## src/rtl/uart_msg_tx.sv

```systemverilog
// uart_msg_tx: cell-to-host message serializer.
// Packed cell messages {i, j, status} are queued in a small FIFO. Each message
// is sent to the UART transmitter as a fixed byte frame: i, then j, then status.
// Each byte is handed over with a one-cycle send strobe, and the next byte waits
// for the transmitter's txdone pulse.
// Optional build macro: UART_MSG_TX_CHECKSUM_EN adds a fourth byte,
// byte0 ^ byte1 ^ byte2, to every frame.
module uart_msg_tx #(
    parameter int ADDR_WIDTH     = 4,
    parameter int BUFFER_SIZE    = 4,
    localparam int MESSAGE_WIDTH = 2 * (ADDR_WIDTH + 1) + 4
) (
    input  logic                     clk,
    input  logic                     rst,
    input  logic [MESSAGE_WIDTH-1:0] txmessage,
    input  logic                     msg_valid,
    output logic                     msg_ready,
    output logic [7:0]               txdata,
    output logic                     send,
    input  logic                     txdone,
    output logic                     busy
);

    // Field and FIFO geometry
    localparam int COORD_W = ADDR_WIDTH + 1;
    localparam int PTR_W   = (BUFFER_SIZE > 1) ? $clog2(BUFFER_SIZE) : 1;
    localparam int CNT_W   = PTR_W + 1;
    localparam logic [CNT_W-1:0] DEPTH = CNT_W'(BUFFER_SIZE);

`ifdef UART_MSG_TX_CHECKSUM_EN
    localparam logic [1:0] LAST_IDX = 2'd3;
`else
    localparam logic [1:0] LAST_IDX = 2'd2;
`endif

    typedef enum logic [1:0] {
        S_IDLE = 2'd0,
        S_SEND = 2'd1,
        S_WAIT = 2'd2
    } state_t;

    // FIFO storage and bookkeeping
    logic [MESSAGE_WIDTH-1:0] mem_q [BUFFER_SIZE];
    logic [MESSAGE_WIDTH-1:0] mem_d [BUFFER_SIZE];
    logic [PTR_W-1:0]         wr_ptr_q, wr_ptr_d;
    logic [PTR_W-1:0]         rd_ptr_q, rd_ptr_d;
    logic [CNT_W-1:0]         count_q, count_d;

    // Frame sequencer state
    state_t                   state_q, state_d;
    logic [1:0]               idx_q, idx_d;
    logic [MESSAGE_WIDTH-1:0] shadow_q, shadow_d;
    logic [7:0]               txdata_q, txdata_d;
    logic                     send_q, send_d;

    logic fifo_full;
    logic fifo_empty;
    logic do_push;
    logic do_pop;

    // Picks frame byte idx out of a packed message; each field is zero-extended.
    function automatic logic [7:0] frame_byte(input logic [MESSAGE_WIDTH-1:0] msg,
                                              input logic [1:0]               idx);
        logic [7:0] b_i;
        logic [7:0] b_j;
        logic [7:0] b_status;
        logic [7:0] result;
        b_i      = 8'(msg[MESSAGE_WIDTH-1 -: COORD_W]);
        b_j      = 8'(msg[4 +: COORD_W]);
        b_status = {4'b0000, msg[3:0]};
        case (idx)
            2'd0:    result = b_i;
            2'd1:    result = b_j;
            2'd2:    result = b_status;
`ifdef UART_MSG_TX_CHECKSUM_EN
            default: result = b_i ^ b_j ^ b_status;
`else
            default: result = 8'h00;
`endif
        endcase
        return result;
    endfunction

    assign fifo_full  = (count_q == DEPTH);
    assign fifo_empty = (count_q == '0);

    // A push needs room. The only pop is the one the idle sequencer takes to start a frame.
    assign do_push = msg_valid && !fifo_full;
    assign do_pop  = (state_q == S_IDLE) && !fifo_empty;

    // FIFO next state: write at the tail, advance the head on a pop, and track occupancy
    always_comb begin
        mem_d    = mem_q;
        wr_ptr_d = wr_ptr_q;
        rd_ptr_d = rd_ptr_q;
        count_d  = count_q;
        if (do_push) begin
            mem_d[wr_ptr_q] = txmessage;
            wr_ptr_d        = wr_ptr_q + PTR_W'(1);
        end
        if (do_pop) begin
            rd_ptr_d = rd_ptr_q + PTR_W'(1);
        end
        case ({do_push, do_pop})
            2'b10:   count_d = count_q + CNT_W'(1);
            2'b01:   count_d = count_q - CNT_W'(1);
            default: count_d = count_q;
        endcase
    end

    // Sequencer next state: strobe each frame byte once, then hold it until the UART reports it is done
    always_comb begin
        state_d  = state_q;
        idx_d    = idx_q;
        shadow_d = shadow_q;
        txdata_d = txdata_q;
        send_d   = 1'b0;
        case (state_q)
            S_IDLE: begin
                if (!fifo_empty) begin
                    shadow_d = mem_q[rd_ptr_q];
                    idx_d    = 2'd0;
                    txdata_d = frame_byte(mem_q[rd_ptr_q], 2'd0);
                    send_d   = 1'b1;
                    state_d  = S_SEND;
                end
            end
            S_SEND: begin
                state_d = S_WAIT;
            end
            S_WAIT: begin
                if (txdone) begin
                    if (idx_q == LAST_IDX) begin
                        state_d = S_IDLE;
                    end else begin
                        idx_d    = idx_q + 2'd1;
                        txdata_d = frame_byte(shadow_q, idx_q + 2'd1);
                        send_d   = 1'b1;
                        state_d  = S_SEND;
                    end
                end
            end
            default: begin
                state_d = S_IDLE;
            end
        endcase
    end

    // All state registers. Reset abandons any in-flight frame and empties the FIFO.
    always_ff @(posedge clk) begin
        if (rst) begin
            for (int k = 0; k < BUFFER_SIZE; k++) begin
                mem_q[k] <= '0;
            end
            wr_ptr_q <= '0;
            rd_ptr_q <= '0;
            count_q  <= '0;
            state_q  <= S_IDLE;
            idx_q    <= 2'd0;
            shadow_q <= '0;
            txdata_q <= 8'h00;
            send_q   <= 1'b0;
        end else begin
            mem_q    <= mem_d;
            wr_ptr_q <= wr_ptr_d;
            rd_ptr_q <= rd_ptr_d;
            count_q  <= count_d;
            state_q  <= state_d;
            idx_q    <= idx_d;
            shadow_q <= shadow_d;
            txdata_q <= txdata_d;
            send_q   <= send_d;
        end
    end

    assign msg_ready = !fifo_full;
    assign txdata    = txdata_q;
    assign send      = send_q;
    assign busy      = (state_q != S_IDLE) || !fifo_empty;

endmodule

```

## config.mk

```make
export PLATFORM = sky130hd
export DESIGN_NAME = uart_msg_tx
export DESIGN_NICKNAME = d
export VERILOG_FILES = /design/src/rtl/uart_msg_tx.sv
export SDC_FILE = /design/constraint.sdc
export NUM_CORES = 1
export LEC_CHECK = 0
export BUFFER_PORTS_ARGS = -buffer_cell sky130_fd_sc_hd__clkbuf_2
export CORE_UTILIZATION = 45
export DETAILED_ROUTE_END_ITERATION = 10
export PLACE_DENSITY = 0.7
export SLEW_MARGIN = 20
export SYNTH_ARGS = -nofsm -noshare
export SYNTH_HDL_FRONTEND = slang
export SYNTH_SLANG_ARGS = --single-unit
```

## constraint.sdc

```tcl
create_clock -name clk -period 3.87 [get_ports clk]
set_input_delay 0.774 -clock clk [delete_from_list [all_inputs] [get_ports clk]]
set_output_delay 0.774 -clock clk [all_outputs]
set_load 0.005 [all_outputs]
```

==> impl_metrics.yaml <==
timing:
  fin_tns_setup_ns: 0
  setup_viol: 0
  period_needed_ns: 2.457
  max_freq_mhz: 407.0
  final_max_slew_viol_count: 0
  worst_clock_skew_ns: 0.01534
  slew_headroom_pct: 34.73
  timing.hold.ws_ns: 0.4694
  hold_viol_final: 0
  finalCritPeriodShare_pct: 63.49
  worstMarginPinSlew_ns: 0.9791
  rsz0062_at_grt: "no"
pwr:
  sw_frac_of_total_pct: 40.63
  p_seq_share_pct: 42.5
  combinationalPowerShare_pct: 35.7
  switching_power_mw: 1.097
  pwr-share-clk_pct: 21.8
  p_per_area_nw_per_um2: 594.1
  power.internal_mw: 1.603
  power_leakage_nw: 1.524
  vdd_drop_max_mv: 0.2297
setup_path:
  cp_max_fo: 59
  crit_required_ns: 3.10
  cp_slowest_cell: "buf_4"
  worst_ep_arrival_time_ns: 1.68
  start_kind: "flop"
  endpoint_kind: "output port"
  max_stage_delay_ns: 0.48
  path_class: "flop to output port"
  cp_cell_sequence: "nor3b_4, inv_2, buf_4, clkbuf_2"
placed_design:
  portBuffers: 25
  place_inst: 566
  dp_hpwl_um: 6301
  place.gp.congestion: 0.7770
clock_tree:
  hold_buffers: 0
  postCtsSetupBuffers: 0
  cts_buffers: 9
  htreeDepth: 3
  clkLatencyLatePin_ns: 0.36
  clkSlewWorstSetupHoldPaths_ns: 0.09
  cts-root-buf: "clkbuf_8"
  cts_sinks: 87
  cts_tree: "done"
  clockBufferDepth: 2
  cts_repair_resize_count: 0
yosys:
  syn_inst: 460
  synth_seq_cells: 87
  synth_area_um2: 4283
  syn_avg_cell_area_um2: 9.311
  yosysWarningCount: 0
  ys_types: 40
  yosysSeqAreaShare_pct: 40.67
  synthArstFlopShare_pct: 0
  synth_ff_type: "dfxtp_1"
  synth-edff-count: 0
cells_and_area:
  final_cells: 582
  nets: 476
  drive_above_1_share_pct: 13.02
  area_growth_pct: 6.106
  multi_input_area_um2: 2210
  fillers: 902
  regArea_um2: 1742
  n_antenna_cell: 0
floorplan:
  die_x_um: 99.56
  dieHeight_um: 99.56
  initial_core_util_pct: 46.35
  pin_count: 29
  core-area_um2: 9240
  rows: 35
  die-area_um2: 9911
routing:
  drt_iter0_drc: 295
  viasPerCell: 6.290
  wl_per_cell_um: 18.43
  drtAntennaViolNets: 0
  first_pass_iters: 5
  routed-via-count: 3661
  drc_errors: 0
  wirelength_um: 10730
global_routing:
  overflow: 0
  grt_use_total_pct: 22.39
  grt_pass1_vias: 3480
  grt_first_pass_wirelength_um: 17820
  grt_start_max_net_pins: 60
  antenna_found_initial: 0
run:
  drv_cap: 0
outcome:
  status: "complete, no violations"
hold_path:
  hp-class: "flop to flop"
-- cells in the final DEF (no fill, tap or decap), types with 2 or more instances in the layout --
cell,n
a211oi_1,10
a21oi_1,79
a222oi_1,4
a2bb2oi_1,5
buf_4,9
clkbuf_2,25
clkbuf_8,9
clkinv_4,3
conb_1,3
dfxtp_1,87
ha_1,9
inv_1,13
inv_6,2
mux4_1,12
mux4_2,2
nand2_1,4
nand3_1,17
nand4_1,56
nor2_1,6
nor2b_1,2
o211ai_1,2
o21ai_0,12
o21ai_1,6
o31ai_1,57
or3_1,2
xor2_1,2
-- stage by stage --
stage               instance area, um2  util, %  total power [mW]  worst slack, ns
finish                            4544    49.18             2.700            1.413
global route                      4544    49.18             2.867            1.316
CTS                               4538    49.11             2.708            1.411
detailed placement                4358    47.16             2.126            1.451
global placement                  4358    47.16             2.093            1.519
floorplan                         4290        -             1.896            1.317
-- cell usage after synthesis, types with 2 or more instances --
| master | number | area [um2] |
|---|---|---|
| nor2b_1 | 2 | 12.51 |
| buf_2 | 12 | 60.06 |
| a2bb2oi_1 | 5 | 43.79 |
| dfxtp_1 | 87 | 1742 |
| a211oi_1 | 10 | 75.07 |
| mux4_2 | 2 | 45.04 |
| o31ai_1 | 57 | 427.9 |
| buf_6 | 4 | 45.04 |
| o21ai_0 | 12 | 60.06 |
| xor2_1 | 2 | 17.52 |
| nand3_1 | 17 | 85.08 |
| a222oi_1 | 4 | 40.04 |
| inv_1 | 13 | 48.80 |
| a21oi_1 | 79 | 395.4 |
| ha_1 | 9 | 112.6 |
| o211ai_1 | 2 | 15.01 |
| or3_1 | 2 | 12.51 |
| buf_4 | 4 | 30.03 |
| clkbuf_1 | 34 | 127.6 |
| nand2_1 | 4 | 15.01 |
| o21ai_1 | 6 | 30.03 |
| nor2_1 | 6 | 22.52 |
| nand4_1 | 56 | 350.3 |
| buf_1 | 4 | 15.01 |
| mux4_1 | 12 | 315.3 |
-- worst max-delay path, delay by kind of cell (launching register included) --
| family | cells | cell delay [ns] |
|---|---|---|
| flip-flops | 1 | 0.47 |
| AND/OR/NAND/NOR | 1 | 0.08 |
| buffers and inverters | 3 | 0.76 |
-- flip-flops by register name, summed over array words and instances (netlist names) --
| register | count |
|---|---|
| send | 1 |
| txdata | 5 |
| state_q | 2 |
| mem_q | 56 |
| rd_ptr_q | 2 |
| wr_ptr_q | 2 |
| shadow_q | 14 |
| count_q | 3 |
| idx_q | 2 |
-- power by group through the flow --
stage               clock (mW)  sequential, mW  combinational, mW
floorplan                    0            1.09              0.802
global placement             0            1.16              0.936
detailed placement           0            1.17              0.960
CTS                      0.601            1.15              0.961
global route             0.634            1.17               1.07
finish                   0.589            1.15              0.963
-- final cells by class --
| class | count | share of cell area [%] |
|---|---|---|
| Tap cell | 129 | 3.552 |
| Sequential cell | 87 | 38.33 |
| Multi-Input combinational cell | 301 | 48.62 |
| Clock buffer | 9 | 2.726 |
| Clock inverter | 7 | 1.239 |
| Inverter | 15 | 1.294 |
| Timing Repair Buffer | 34 | 4.240 |
-- cells by family after synthesis --
group / Yosys count / synth area share [%]
flip-flops: 87 / 40.67
adder cells (fa/ha/maj): 10 / 3.097
AO/OA/AOI/OAI: 177 / 25.77
AND/OR/NAND/NOR: 95 / 13.23
multiplexers: 14 / 8.414
XOR/XNOR: 2 / 0.4091
other: 1 / 0.08756
buffers and inverters: 74 / 8.326
-- metal layers --
layer	vias up	wire [um]	part of all wire [%]	GRT usage, %
met5	-	0	0	0
met4	0	121	1.1	8.258
met3	14	568	5.3	3.795
met2	128	5166	48	35.31
met1	1753	4871	45	30.82
li1	1766	-	-	-
-- path summary, 6_finish.rpt --
path,startpoint,end,slack (ns),depth (start not counted)
setup reg to reg,state_q[0],count_q[2],1.56,8
setup / recovery,count_q[0],msg_ready,1.41,4
hold / removal,mem_q[43],mem_q[43],0.47,2
hold reg to reg,mem_q[43],mem_q[43],0.47,2
Note: power is estimated with default switching activity, not from simulation.
